<file path="src/rtl/median_uart_tx.sv">
// rtl/median_uart_tx.sv - UART transmitter for the triangle-median result frame
//
// Sends HEADER, ad_distance, be_distance, cf_distance (and, when the macro
// MEDIAN_TX_CHECKSUM_EN is defined, a mod-256 sum of the three distances)
// as back-to-back 8N1 bytes, LSB first, idle high.
//
// Parameters:
//   CLKS_PER_BIT  clock cycles per UART bit (must be >= 2)
//   HEADER        frame start byte
// Ports:
//   clk          single clock, rising edge
//   rst          asynchronous active-high reset
//   start        one-cycle request to send a frame (ignored while busy)
//   ad_distance  median A->D, captured when start is accepted
//   be_distance  median B->E, captured when start is accepted
//   cf_distance  median C->F, captured when start is accepted
//   tx           serial output, idle high
//   busy         high while a frame is on the line
//   done         one-cycle pulse after the last stop bit
// Configuration macro: MEDIAN_TX_CHECKSUM_EN (appends checksum byte)

module median_uart_tx #(
    parameter int          CLKS_PER_BIT = 104,
    parameter logic [7:0]  HEADER       = 8'hA5
) (
    input  logic       clk,
    input  logic       rst,
    input  logic       start,
    input  logic [7:0] ad_distance,
    input  logic [7:0] be_distance,
    input  logic [7:0] cf_distance,
    output logic       tx,
    output logic       busy,
    output logic       done
);

    localparam int CNT_W = (CLKS_PER_BIT > 1) ? $clog2(CLKS_PER_BIT) : 1;
    localparam logic [CNT_W-1:0] CNT_LAST     = CNT_W'(CLKS_PER_BIT - 1);
    // The stop bit hands its final cycle to NEXT_BYTE, so STOP_BIT itself
    // leaves one cycle early and the line sees exactly one full stop bit.
    localparam logic [CNT_W-1:0] CNT_STOP_END = CNT_W'(CLKS_PER_BIT - 2);

`ifdef MEDIAN_TX_CHECKSUM_EN
    localparam logic [2:0] LAST_BYTE = 3'd4;
`else
    localparam logic [2:0] LAST_BYTE = 3'd3;
`endif

    typedef enum logic [2:0] {
        IDLE,
        START_BIT,
        DATA_BITS,
        STOP_BIT,
        NEXT_BYTE
    } state_t;

    state_t           r_state;
    logic [CNT_W-1:0] r_clk_cnt;
    logic [2:0]       r_bit_idx;
    logic [2:0]       r_byte_idx;
    logic [7:0]       r_shift;
    logic [7:0]       r_ad;
    logic [7:0]       r_be;
    logic [7:0]       r_cf;
    logic             r_tx;
    logic             r_busy;
    logic             r_done;
    logic [7:0]       w_next_byte;

`ifdef MEDIAN_TX_CHECKSUM_EN
    logic [7:0]       w_checksum;
    assign w_checksum = r_ad + r_be + r_cf;
`endif

    // Byte that follows the one currently indexed by r_byte_idx.
    always_comb begin
        w_next_byte = 8'h00;
        case (r_byte_idx)
            3'd0:    w_next_byte = r_ad;
            3'd1:    w_next_byte = r_be;
            3'd2:    w_next_byte = r_cf;
`ifdef MEDIAN_TX_CHECKSUM_EN
            3'd3:    w_next_byte = w_checksum;
`endif
            default: w_next_byte = 8'h00;
        endcase
    end

    always_ff @(posedge clk or posedge rst) begin
        if (rst) begin
            r_state    <= IDLE;
            r_clk_cnt  <= '0;
            r_bit_idx  <= 3'd0;
            r_byte_idx <= 3'd0;
            r_shift    <= 8'h00;
            r_ad       <= 8'h00;
            r_be       <= 8'h00;
            r_cf       <= 8'h00;
            r_tx       <= 1'b1;
            r_busy     <= 1'b0;
            r_done     <= 1'b0;
        end else begin
            r_done <= 1'b0;
            case (r_state)
                IDLE: begin
                    r_tx <= 1'b1;
                    if (start) begin
                        r_ad       <= ad_distance;
                        r_be       <= be_distance;
                        r_cf       <= cf_distance;
                        r_shift    <= HEADER;
                        r_byte_idx <= 3'd0;
                        r_clk_cnt  <= '0;
                        r_tx       <= 1'b0;
                        r_busy     <= 1'b1;
                        r_state    <= START_BIT;
                    end
                end

                START_BIT: begin
                    if (r_clk_cnt == CNT_LAST) begin
                        r_clk_cnt <= '0;
                        r_bit_idx <= 3'd0;
                        r_tx      <= r_shift[0];
                        r_state   <= DATA_BITS;
                    end else begin
                        r_clk_cnt <= r_clk_cnt + 1'b1;
                    end
                end

                DATA_BITS: begin
                    if (r_clk_cnt == CNT_LAST) begin
                        r_clk_cnt <= '0;
                        if (r_bit_idx == 3'd7) begin
                            r_tx    <= 1'b1;
                            r_state <= STOP_BIT;
                        end else begin
                            r_bit_idx <= r_bit_idx + 3'd1;
                            r_shift   <= {1'b0, r_shift[7:1]};
                            r_tx      <= r_shift[1];
                        end
                    end else begin
                        r_clk_cnt <= r_clk_cnt + 1'b1;
                    end
                end

                STOP_BIT: begin
                    r_clk_cnt <= r_clk_cnt + 1'b1;
                    if (r_clk_cnt == CNT_STOP_END) begin
                        r_state <= NEXT_BYTE;
                    end
                end

                NEXT_BYTE: begin
                    // Final cycle of the stop bit; the next start bit (or the
                    // done pulse) begins on the following edge with no gap.
                    r_clk_cnt <= '0;
                    if (r_byte_idx == LAST_BYTE) begin
                        r_busy  <= 1'b0;
                        r_done  <= 1'b1;
                        r_state <= IDLE;
                    end else begin
                        r_byte_idx <= r_byte_idx + 3'd1;
                        r_shift    <= w_next_byte;
                        r_tx       <= 1'b0;
                        r_state    <= START_BIT;
                    end
                end

                default: begin
                    r_state <= IDLE;
                    r_tx    <= 1'b1;
                    r_busy  <= 1'b0;
                end
            endcase
        end
    end

    assign tx   = r_tx;
    assign busy = r_busy;
    assign done = r_done;

endmodule

</file>
<file path="config.mk">
export PLATFORM = sky130hd
export DESIGN_NAME = median_uart_tx
export DESIGN_NICKNAME = d
export VERILOG_FILES = /design/src/rtl/median_uart_tx.sv
export SDC_FILE = /design/constraint.sdc
export NUM_CORES = 1
export LEC_CHECK = 0
export BUFFER_PORTS_ARGS = -buffer_cell sky130_fd_sc_hd__buf_2
export CORE_MARGIN = 2
export CORE_UTILIZATION = 26
export CTS_CLUSTER_DIAMETER = 50
export DETAILED_ROUTE_END_ITERATION = 10
export PLACE_DENSITY = 0.44
export SLEW_MARGIN = 10
export SYNTH_ARGS = -nofsm -noshare
export SYNTH_HDL_FRONTEND = slang
export SYNTH_SLANG_ARGS = --single-unit
</file>
<file path="constraint.sdc">
create_clock -name clk -period 2.5 [get_ports clk]
set_input_delay 0.5 -clock clk [delete_from_list [all_inputs] [get_ports clk]]
set_output_delay 0.5 -clock clk [all_outputs]
set_load 0.005 [all_outputs]
</file>
==> run summary <==
Run status -> finished, final reports clean
Worst Skew -> 10.4 ps
WL/cell -> 14.5 um
Highest clock rate -> 0.453 GHz
Post-Synth Simple-Gate Area -> 15.0%
Initial antenna violation count -> 0
H-tree levels -> 2
Syn. warnings -> 0
Post-synthesis compound-gate area fraction -> 13.9%
Slew Viols, Final -> 0
Via/cell ratio -> 4.78
DRT Pass-1 Iters -> 7
Synthesized cell area -> 2640 um2
Area grow syn2layout -> 15.2%
Clock Sinks -> 51
Clock Latency Late Sink -> 310 ps
Clock slew at reported path FFs -> 100 ps
Post-synth top area cell -> dfrtp_1
Routability cong. -> 0.710
Setup Total Neg Slack -> 0 ps
Leak -> 1.30 nW
Worst EP required -> 2690 ps
Sequential share of the synthesized area -> 48.4%
Unrepaired setup endpoints after global routing -> no
Final setup fails -> 0
CP Launch Type -> flip-flop
Headroom to the max-slew limit -> 59.6%
First-pass GRT wire length -> 10.1 mm
Kind of critical path -> reg -> reg
Setup WS pre-CTS -> 290 ps
Final hold slack -> 143 ps
Die footprint -> 11000 um2
Fin crit period -> 2210 ps
Placed Area -> 2950 um2
DRT Wirelength -> 5.87 mm
Final net count -> 308
FP Rows -> 36
Total CTS buffers -> 5
Mux contribution to synthesized area -> 14.3%
Antenna-violating nets left -> 0
Share of the synthesized area in the top cell type -> 47.4%
# diodes -> 0
Design Power -> 2.54 mW
Ys flop type -> dfrtp_1
Min-Delay Path Class -> in -> async
Hold-fix buffers, CTS -> 0
Tcrit/Tclk final -> 88.2%
Netlist cell types -> 43
Main combinational cell family by area after synthesis -> simple AND/OR/NAND/NOR gates
Max clock buf depth -> 2
Maximum VDD drop -> 239 uV
Number of global-route vias before repair -> 1957
Vias -> 1940
Post-CTS Repair Setup Buffers -> 0
Number of synthesized flops with an enable pin -> 0
Global route overflow -> 0
Worst endpoint data arrival time -> 2400 ps
Initial Utilization -> 26.9%
Seq cells post-synth -> 51
Hpwl dp -> 4.29 mm
XOR/XNOR Fraction of Synth Area -> 0%
Adder-cell area share of the yosys netlist -> 4.27%
Layout cells sized above 1 -> 24.9%
Post-Syn Area per Cell -> 11.0 um2
Maxcap violations -> 0
Asr flop ratio synth -> 100%
Worst Tran Pin Value -> 602 ps
Dominant cells by area after synthesis -> dfrtp_1, mux2_2, mux2_1
Root buf cell -> clkbuf_8
Hold Vio Cnt, Final -> 0
Pin count of the biggest net entering global routing -> 27
Port Buffer Count -> 29
Commonest cells post-synth -> dfrtp_1, nand2_1, o21ai_0, mux2_2, mux2_1
1st-iter DRT viols -> 147
Final worst slack -> 295 ps
CP max FO -> 8
Syn Nets -> 276
Post_cts resized -> 0
CTS tree -> done
Core region area -> 9820 um2
PD cells -> 834 nW/um2
CP Capture Type -> flip-flop
Final instance area -> 3040 um2
Chip Height -> 105 um
Die width -> 105 um
Count leader, synth -> dfrtp_1
Synthesized instance count -> 240
Global-route usage over all layers -> 11.5%
DRC errors left -> 0
I/O Pins -> 30
-- state kept, by name, indices dropped and copies added, names as in the netlist --
register	cells
r_clk_cnt	7
tx	1
r_bit_idx	3
r_be	8
r_byte_idx	3
r_state	3
done	1
r_cf	8
r_shift	8
busy	1
r_ad	8
-- area by class of cell --
type / count / area [um2]
Clock inverter: 2 / 16.3
Fill cell: 1048 / 6780
Clock buffer: 6 / 72.6
Tap cell: 133 / 166
Timing Repair Buffer: 37 / 205
Multi-Input combinational cell: 164 / 1250
Sequential cell: 51 / 1280
Inverter: 13 / 48.8
-- routing by layer --
metal  GRT usage (%)  vias to the layer above  wire length [um]
met5               0                        -                 0
met4            3.71                        0                81
met3            2.12                        5               170
met2            18.0                       27              2810
met1            16.1                      969              2810
li1                -                      939                 -
-- worst max-delay path, cell delays in order, from the launching register on --
cell      delay (ps)
dfrtp_1          440
ha_1             220
ha_1             240
nor4b_2          360
nor2_1           130
nand2b_1         330
mux2_1           360
-- power breakdown --
| part | switching, mW | internal, mW | total [mW] | leakage [nW] |
|---|---|---|---|---|
| Clock | 0.292 | 0.202 | 0.494 | 0.0418 |
| Combinational | 0.355 | 0.365 | 0.720 | 0.646 |
| Sequential | 0.213 | 1.11 | 1.32 | 0.617 |
-- metrics by stage --
stage | utilization [%] | instances
floorplan | - | 240
global placement | 30.0 | 398
detailed placement | 30.0 | 398
CTS | 31.0 | 406
global route | 31.0 | 406
finish | 31.0 | 406
-- logic make-up (layout without fill, tap and decap cells) --
logic type      Yosys count  after routing
compound gates           54             54
fa+ha+maj                 9              9
buf+inv                  25             58
flops                    51             51
mux                      34             34
simple gates             67             67
-- placed cells by master (no fill, tap or decap), drive strengths merged, types with 3 or more instances in the layout --
cell / instances
o21ai: 18
nand2b: 6
nand2: 21
mux2: 29
buf: 37
nor3: 6
mux2i: 5
clkbuf: 6
a21oi: 8
a222oi: 8
nor2: 12
o211ai: 3
o22ai: 3
nor4b: 3
inv: 14
a22oi: 3
nor2b: 3
nand3: 4
ha: 9
dfrtp: 50
-- worst paths after layout --
check	from	slack [ps]	to	depth (start not counted)
max in group asynchronous	rst	1770	r_state[2]$_DFFE_PP0P_	3
hold / removal	rst	140	r_be[7]$_DFFE_PP0P_	2
hold reg to reg	r_bit_idx[0]$_DFFE_PP0P_	480	r_bit_idx[0]$_DFFE_PP0P_	1
min in group clk	be_distance[7]	400	r_be[7]$_DFFE_PP0P_	2
setup / recovery	r_byte_idx[0]$_DFFE_PP0P_	290	r_shift[6]$_DFFE_PP0P_	6
setup reg to reg	r_byte_idx[0]$_DFFE_PP0P_	290	r_shift[6]$_DFFE_PP0P_	6
Power figures use the tool's default switching activity.
